`config.mk`:
```
export PLATFORM = sky130hd
export DESIGN_NAME = kb_read_arbiter
export DESIGN_NICKNAME = d
export VERILOG_FILES = /design/src/rtl/kb_pkg.sv /design/src/rtl/kb_rr_sel.sv /design/src/rtl/kb_read_arbiter.sv
export SDC_FILE = /design/constraint.sdc
export NUM_CORES = 1
export LEC_CHECK = 0
export CAP_MARGIN = 20
export CORE_UTILIZATION = 55
export CTS_CLUSTER_SIZE = 8
export DETAILED_ROUTE_END_ITERATION = 6
export GPL_ROUTABILITY_DRIVEN = 0
export HOLD_SLACK_MARGIN = 0.03
export PLACE_DENSITY = 0.83
export SLEW_MARGIN = 25
export SYNTH_ARGS = -nofsm -noshare
export SYNTH_HDL_FRONTEND = slang
export SYNTH_SLANG_ARGS = --single-unit
```
`constraint.sdc`:
```
create_clock -name clk -period 2.71 [get_ports clk]
set_clock_uncertainty 0.05 [all_clocks]
set_input_delay 0.4065 -clock clk [delete_from_list [all_inputs] [get_ports clk]]
set_output_delay 0.4065 -clock clk [all_outputs]
set_load 0.02 [all_outputs]
```
`src/rtl/kb_pkg.sv`:
```
// Shared types and widths for the keyboard buffer read arbiter.
package kb_pkg;

  localparam int unsigned KB_CHAR_W = 7;

  typedef enum logic [2:0] {
    IDLE,
    ISSUE,
    WAIT,
    RESP,
    CLEAR
  } kb_state_e;

endpackage

```
`src/rtl/kb_rr_sel.sv`:
```
// Two-way round-robin selector: ptr picks the winner only when both ports request.
module kb_rr_sel (
  input  logic [1:0] req,
  input  logic       ptr,
  output logic       grant,
  output logic       any
);

  always_comb begin
    any   = |req;
    grant = (&req) ? ptr : req[1];
  end

endmodule

```
`src/rtl/kb_read_arbiter.sv`:
```
// Arbitrates two readers onto the keyboard character buffer, sequences
// buffer clears and counts buffer-full overruns.
module kb_read_arbiter
  import kb_pkg::*;
#(
  parameter int unsigned READ_LAT   = 1,
  parameter int unsigned CLR_CYCLES = 2,
  parameter int unsigned OVR_W      = 8
) (
  input  logic                 clk,
  input  logic                 reset,
  input  logic [1:0]           req_i,
  output logic [1:0]           ack_o,
  output logic [KB_CHAR_W-1:0] data_o,
  output logic                 empty_o,
  input  logic                 clr_req_i,
  output logic                 clr_busy_o,
  output logic [OVR_W-1:0]     ovr_cnt_o,
  input  logic                 KB_status,
  input  logic [KB_CHAR_W-1:0] KB_data,
  input  logic                 buf_full,
  output logic                 KB_read_en,
  output logic                 KB_clear
);

  localparam int unsigned LAT_W = 3;
  localparam int unsigned CLR_W = 4;

  kb_state_e            state_q, state_n;
  logic                 grant_q, grant_n;
  logic                 rr_ptr_q, rr_ptr_n;
  logic [LAT_W-1:0]     lat_q, lat_n;
  logic [CLR_W-1:0]     clr_cnt_q, clr_cnt_n;
  logic                 clr_pend_q, clr_pend_n;
  logic                 resp_empty_q, resp_empty_n;
  logic [KB_CHAR_W-1:0] cap_q, cap_n;
  logic                 buf_full_q;

  logic [1:0]           ack_n;
  logic [KB_CHAR_W-1:0] data_n;
  logic                 empty_n;
  logic                 busy_n;
  logic                 read_en_n;
  logic                 clear_n;
  logic [OVR_W-1:0]     ovr_n;

  logic sel_grant;
  logic sel_any;

  kb_rr_sel u_rr_sel (
    .req   (req_i),
    .ptr   (rr_ptr_q),
    .grant (sel_grant),
    .any   (sel_any)
  );

  // Next-state, datapath and registered-output values
  always_comb begin
    state_n      = state_q;
    grant_n      = grant_q;
    rr_ptr_n     = rr_ptr_q;
    lat_n        = lat_q;
    clr_cnt_n    = clr_cnt_q;
    clr_pend_n   = clr_pend_q;
    resp_empty_n = resp_empty_q;
    cap_n        = cap_q;

    if (clr_req_i && (state_q != CLEAR)) begin
      clr_pend_n = 1'b1;
    end

    case (state_q)
      IDLE: begin
        if (clr_pend_q) begin
          // Entering CLEAR absorbs any request arriving this same cycle
          clr_pend_n = 1'b0;
          clr_cnt_n  = CLR_W'(CLR_CYCLES - 1);
          state_n    = CLEAR;
        end else if (sel_any) begin
          grant_n  = sel_grant;
          rr_ptr_n = ~sel_grant;
          if (KB_status) begin
            resp_empty_n = 1'b0;
            state_n      = ISSUE;
          end else begin
            resp_empty_n = 1'b1;
            cap_n        = '0;
            state_n      = RESP;
          end
        end
      end
      ISSUE: begin
        lat_n   = LAT_W'(READ_LAT - 1);
        state_n = WAIT;
      end
      WAIT: begin
        if (lat_q == '0) begin
          cap_n   = KB_data;
          state_n = RESP;
        end else begin
          lat_n = lat_q - 1'b1;
        end
      end
      RESP: begin
        state_n = IDLE;
      end
      CLEAR: begin
        if (clr_cnt_q == '0) begin
          state_n = IDLE;
        end else begin
          clr_cnt_n = clr_cnt_q - 1'b1;
        end
      end
      default: begin
        state_n = IDLE;
      end
    endcase

    ack_n     = 2'b00;
    data_n    = data_o;
    empty_n   = empty_o;
    if (state_q == RESP) begin
      ack_n   = grant_q ? 2'b10 : 2'b01;
      data_n  = cap_q;
      empty_n = resp_empty_q;
    end
    read_en_n = (state_q == ISSUE);
    clear_n   = (state_q == CLEAR);
    busy_n    = clr_pend_n || (state_n == CLEAR) || (state_q == CLEAR);

    ovr_n = ovr_cnt_o;
    if (buf_full && !buf_full_q && (ovr_cnt_o != {OVR_W{1'b1}})) begin
      ovr_n = ovr_cnt_o + 1'b1;
    end
  end

  // State and output registers
  always_ff @(posedge clk) begin
    if (reset) begin
      state_q      <= IDLE;
      grant_q      <= 1'b0;
      rr_ptr_q     <= 1'b0;
      lat_q        <= '0;
      clr_cnt_q    <= '0;
      clr_pend_q   <= 1'b0;
      resp_empty_q <= 1'b0;
      cap_q        <= '0;
      buf_full_q   <= 1'b0;
      ack_o        <= 2'b00;
      data_o       <= '0;
      empty_o      <= 1'b0;
      clr_busy_o   <= 1'b0;
      ovr_cnt_o    <= '0;
      KB_read_en   <= 1'b0;
      KB_clear     <= 1'b0;
    end else begin
      state_q      <= state_n;
      grant_q      <= grant_n;
      rr_ptr_q     <= rr_ptr_n;
      lat_q        <= lat_n;
      clr_cnt_q    <= clr_cnt_n;
      clr_pend_q   <= clr_pend_n;
      resp_empty_q <= resp_empty_n;
      cap_q        <= cap_n;
      buf_full_q   <= buf_full;
      ack_o        <= ack_n;
      data_o       <= data_n;
      empty_o      <= empty_n;
      clr_busy_o   <= busy_n;
      ovr_cnt_o    <= ovr_n;
      KB_read_en   <= read_en_n;
      KB_clear     <= clear_n;
    end
  end

endmodule
```
* After elaboration in Yosys (flattened, before gate mapping)
Index checks and enable logic that the tools add are counted.
** Cells by class
- Add/subtract/negate cells :: 3
- Equal/unequal tests :: 14
- Muxes and demuxes :: 22
- Bitwise logic cells :: 3
- Reduce and logical (&&, ||, !) cells :: 19
** Operators by type and width (number)
- 7-bit two-way mux :: 4
- 3-bit two-way mux :: 5
- 2-bit inequality test, second input constant :: 7
- 7-bit one-hot mux with 2 select lines :: 1
- 3-bit one-hot mux with 4 select lines :: 1
- 8-bit by 1-bit adder with 8-bit output, second input constant :: 1
- 4-bit two-way mux :: 2
- 8-bit inequality test, second input constant :: 1
- 4-bit one-hot mux with 2 select lines :: 1
- 3-bit by 2-bit equality test with 1-bit output, second input constant :: 2
- 3-bit equality test, second input constant :: 2
- 3-bit logical NOT :: 2
- 3-bit one-hot mux with 2 select lines :: 1
- 3-bit AND reduction :: 2
- 2-bit nonzero test :: 3
- 1-bit two-way mux :: 5
- 5-bit AND reduction :: 1
- 4-bit logical NOT :: 1
- 2-bit two-way mux :: 2
- 2-bit AND reduction :: 2
- 2-bit OR reduction :: 2
- 4-bit by 1-bit subtractor with 4-bit output, second input constant :: 1
- 3-bit by 1-bit equality test with 1-bit output, second input constant :: 1
- 1-bit logical AND :: 3
- 5 further kinds :: 8
** Storage, ports and cells
- Flip-flop bits (word level) :: 43
- Input bits :: 14
- Output and inout port bits :: 21

* Logic depth before layout (Yosys ltp)
- Depth after elaboration :: 7
- Gate-level depth with buffers :: 5
- Depth with buffers taken out :: 5

* By module
Synthesis repeated with hierarchy kept, for this count alone.
** Unflattened totals
- Cell total of the unflattened synthesis :: 205
- Area, all modules :: 1838.0 um^2
** By module, submodules not included
- kb_read_arbiter :: times used 1, cells each 202, area each 1820.5 um^2, sequential area each 860.8 um^2
- kb_rr_sel :: times used 1, cells each 3, area each 17.5 um^2, sequential area each 0.0 um^2

* Worst setup path before layout
Ideal clock, no wire load.
- Path type :: register to register
- Start point :: register state_q[1]
- End point :: register cap_q[0]
- Library setup time :: 0.072 ns
- Data arrival time :: 1.618 ns
- Setup slack :: 0.970 ns
- Stages on the path, launching flop included :: 5
- Buffers on the path :: 1
- Path through :: dfxtp_1 -> buf_6 -> or4_4 -> o32ai_4 -> mux2i_1
** On the way
- Longest elaborated chain between the ends :: 3
** RTL lines
- start: declaration :: RTL line kb_read_arbiter.sv:29 : kb_state_e state_q, state_n;
- start signal: assignment :: RTL line kb_read_arbiter.sv:157 : state_q <= state_n;
- 3-bit by 2-bit equality test with 1-bit output / 3-bit logical NOT (equally long branches) :: RTL line kb_read_arbiter.sv:72 : case (state_q)
- 2-bit inequality test (no source line) / 2-bit nonzero test (equally long branches)
- 5-bit AND reduction (no source line)
- end signal: assignment :: RTL line kb_read_arbiter.sv:164 : cap_q <= cap_n;
- end: declaration :: RTL line kb_read_arbiter.sv:36 : logic [KB_CHAR_W-1:0] cap_q, cap_n;
Several ways; a longest one is shown, not always the timed one.
A chain may end at the register's enable or synchronous reset.

* Worst setup path after layout
- Start point :: register ovr_cnt_o[2]
- End point :: output port ovr_cnt_o[2]
** RTL lines
- start: declaration :: RTL line kb_read_arbiter.sv:18 : output logic [OVR_W-1:0] ovr_cnt_o,
- start signal: assignment :: RTL line kb_read_arbiter.sv:170 : ovr_cnt_o <= ovr_n;
No word-level cell between the ends.

==> summary by stage <==
Run status
The flow ran to the end, and the final reports show no timing, DRC or antenna violations.

Power
For this design the static power due to leakage is 0.882 nW. Power spread over the standard cell area amounts to 636 nW/um^2. Across the VDD grid, the largest voltage drop is 0.000435 V.

Run
The count of maximum capacitance violations is 0.

Yosys
The proportion of synthesized flip-flops having asynchronous set or reset is 0%. For this run, the leading register cell type out of synthesis is sky130_fd_sc_hd__dfxtp_1. In the synthesized netlist, the number of instances is 206. In this run the biggest area consumer among cell types represents 44.5% of the synthesized area. The number of warnings reported in the yosys synthesis log is 0.

The distinct cell type count of the synthesized netlist is 51. Synthesis produced a netlist with a net count of 224. The post-synthesis average cell area is 9.38 um^2. The area of the mapped netlist is 1930 um^2. Sorting the synthesized cells by area gives the leading types as sky130_fd_sc_hd__dfxtp_1, sky130_fd_sc_hd__mux2i_1, sky130_fd_sc_hd__a21oi_1. The synthesized design contains 43 register bits. Yosys instantiated no cell more often than sky130_fd_sc_hd__dfxtp_1.

Of the synthesized area, sequential elements account for 44.5%. The number of enable flip-flop cells after synthesis is 0. The largest area contributor in the netlist is sky130_fd_sc_hd__dfxtp_1. Sorting the synthesized cells by how often they occur yields sky130_fd_sc_hd__dfxtp_1, sky130_fd_sc_hd__nand2_1, sky130_fd_sc_hd__mux2i_1.

Worst setup path
The cell with the biggest individual delay on the critical path is sky130_fd_sc_hd__clkdlybuf4s50_1. The worst setup path startpoint is ovr_cnt_o[2]. The data arrival time at the worst-slack endpoint is 1570 ps.

Counting both buffers and inverters, the worst setup path holds a total of 1. On the critical path the largest part of the delay comes from buffers and inverters. The capturing element type of the critical path is a primary output. The worst setup path is launched from a register. The critical path goes through clkdlybuf4s50_1.

The startpoint identified for the worst register-to-register timing path is state_q[2]. The worst setup path is of the register to primary output kind. In this design, the stage delay of the slowest critical-path cell is 670 ps. In this run the worst path has a maximum fanout of 11. The required time at the endpoint of the critical path is 2250 ps.

Placed design
Including well taps, the total number of placed cells is 276. After legalization and detailed placement, the total HPWL measured 2.56 mm. Input and output buffers added on the ports amount to 34.

Timing
After layout, the minimum clock period comes to 2030 ps. The number of setup violations in the final report is 0. Setup repair after global routing left no endpoint under its margin. The achievable clock frequency is 494 MHz. Across all hold checks on the routed design, the worst slack comes to 405 ps. The final critical path takes up 74.8% of the cycle. The worst relative slew slack is 49.7%. After routing, the total negative slack on setup checks comes to 0 ps. The final count of pins violating max slew is 0. The measured slew at the worst slew-check pin is 744 ps. The number of failing hold endpoints at the final stage came to 0.

Floorplan
The floorplan step defined a core boundary enclosing 3360 um^2. The number of standard-cell rows in the floorplan is 21. The initial cell density of the core is 57.5%. From bottom edge to top edge, the die measures 61.3 um. The width of the die is 61.3 um. The floorplan step defined a die boundary enclosing 3760 um^2. During I/O placement, the number of pins put on the boundary was 35.

Route
The routed design has 3.70 mm of wire. The DRC violation count after routing is 0. The detailed router finished its first iteration with 73 violations. The pre-antenna-repair detailed-routing pass consisted of 4 iterations. Dividing the detail-routed via count by the number of cells gives 5.53. After detailed routing, the average wire length per cell comes to 13.0 um. The number of routed nets with antenna violations is 0. The final route contains 1570 vias.

Cells and area
In the final layout, the share of cells above drive strength 1 is 7.14%. Once layout is complete, the cells apart from fillers number 284. The antenna cell count is 0. Cells fill 69.6% of the core in the end. The number of nets in the final layout is 255.

The layout overhead on the synthesized area is 21.2%.

Clocking
Clock-pin slew was measured on the worst setup and hold paths at 120 ps. The CTS tree is done. The count of clock tree sinks is 43. Buffers inserted during clock tree synthesis total 5. In this run the post-CTS setup repair buffer count came out at 0. The buffer depth of the longest clock path is 2. The later pin in the worst-skew pair is clocked with a latency of 360 ps. The root buffer cell chosen for the clock tree is sky130_fd_sc_hd__clkbuf_4. The hold-fix buffer count after cts is 0. The H-tree depth is 2. The post-cts repair resize count is 0.

GRT
For this run, the total global-route usage over all layers was measured as 21.2%. The via count of the first global-routing pass came to 1276. Summed over all layers, the global routing overflow is 0. The global-route wire length before repair is 5.72 mm. Entering global routing, the biggest net connects 20 pins.

The initial antenna violation count is 0.

Hold path
The worst hold path belongs to the class register to register. The worst hold path begins at grant_q.
per-stage QoR:
stage | total power (W) | setup slack [ps] | area (um^2)
CTS | 0.00150 | 669 | 2340
floorplan | 0.00111 | 970 | 1930
finish | 0.00149 | 684 | 2340
global route | 0.00158 | 632 | 2340
global placement | 0.00119 | 511 | 2290
detailed placement | 0.00120 | 469 | 2290
routing by layer:
layer  routed length [um]  up-vias  track usage [%]
met5                    0        -                0
met4                   64        0             7.79
met3                  117        5             6.93
met2                 1710       21             33.5
met1                 1800      731             27.0
li1                     -      813                -
worst reg2reg max path: cells and delay by family, from the launching register on:
kind,cells,cell delay [ps]
AND/OR/NAND/NOR,1,630
AO/OA/AOI/OAI,1,540
flip-flops,1,440
multiplexers,1,240
sequential cells by signal (all words and copies together), names as in the netlist:
name / cells
cap_q: 7
empty_o: 1
rr_ptr_q: 1
ovr_cnt_o: 8
buf_full_q: 1
state_q: 3
lat_q: 3
resp_empty_q: 1
clr_busy_o: 1
ack_o: 2
clr_pend_q: 1
clr_cnt_q: 4
KB_clear: 1
data_o: 7
grant_q: 1
KB_read_en: 1
where the power goes:
| group | total (W) | leakage [nW] | internal (W) | switching (W) |
|---|---|---|---|---|
| sequential | 0.000770 | 0.349 | 0.000697 | 0.0000726 |
| clock | 0.000304 | 0.0282 | 0.000100 | 0.000204 |
| combinational | 0.000416 | 0.505 | 0.000208 | 0.000209 |
final timing paths:
| kind | slack (ps) | cells past startpoint | to |
|---|---|---|---|
| setup / recovery | 680 | 1 | ovr_cnt_o[2] |
| hold / removal | 400 | 1 | ack_o[0] |
| hold reg to reg | 400 | 1 | ack_o[0] |
| setup reg to reg | 760 | 3 | cap_q[3] |
final cells by class:
| class | instances | area, um^2 |
|---|---|---|
| inverters | 7 | 26.3 |
| flip-flops and latches | 43 | 861 |
| multi-input cells | 144 | 988 |
| fillers | 298 | 1020 |
| clock buffers | 6 | 41.3 |
| repair buffers | 36 | 355 |
| clock inverters | 2 | 12.5 |
| well taps | 46 | 57.6 |
layout by cell type (no fill, tap or decap), types with 3 or more instances in the layout:
cell / synthesis / layout
sky130_fd_sc_hd__nor3_1: 3 / 3
sky130_fd_sc_hd__clkdlybuf4s50_1: 0 / 34
sky130_fd_sc_hd__nor2_1: 15 / 15
sky130_fd_sc_hd__a21oi_1: 15 / 15
sky130_fd_sc_hd__or4_1: 3 / 3
sky130_fd_sc_hd__dfxtp_1: 43 / 43
sky130_fd_sc_hd__nand3_1: 3 / 3
sky130_fd_sc_hd__nor2b_1: 4 / 4
sky130_fd_sc_hd__mux2i_1: 18 / 18
sky130_fd_sc_hd__or3_1: 3 / 3
sky130_fd_sc_hd__nand3b_1: 5 / 5
sky130_fd_sc_hd__nand2_1: 20 / 20
sky130_fd_sc_hd__inv_1: 6 / 6
sky130_fd_sc_hd__clkbuf_4: 0 / 5
sky130_fd_sc_hd__nor3b_1: 3 / 3
sky130_fd_sc_hd__ha_1: 4 / 4
sky130_fd_sc_hd__nor4_1: 3 / 3
sky130_fd_sc_hd__nand4_1: 3 / 3
sky130_fd_sc_hd__o21ai_0: 7 / 7
cell families after synthesis:
| group | Yosys count | synth area share (%) |
|---|---|---|
| AND/OR/NAND/NOR | 83 | 24.9 |
| flip-flops | 43 | 44.5 |
| AO/OA/AOI/OAI | 37 | 13.3 |
| buffers and inverters | 19 | 4.34 |
| multiplexers | 19 | 9.90 |
| adder cells (fa/ha/maj) | 4 | 2.59 |
| XOR/XNOR | 1 | 0.453 |
Power figures use the tool's default switching activity.
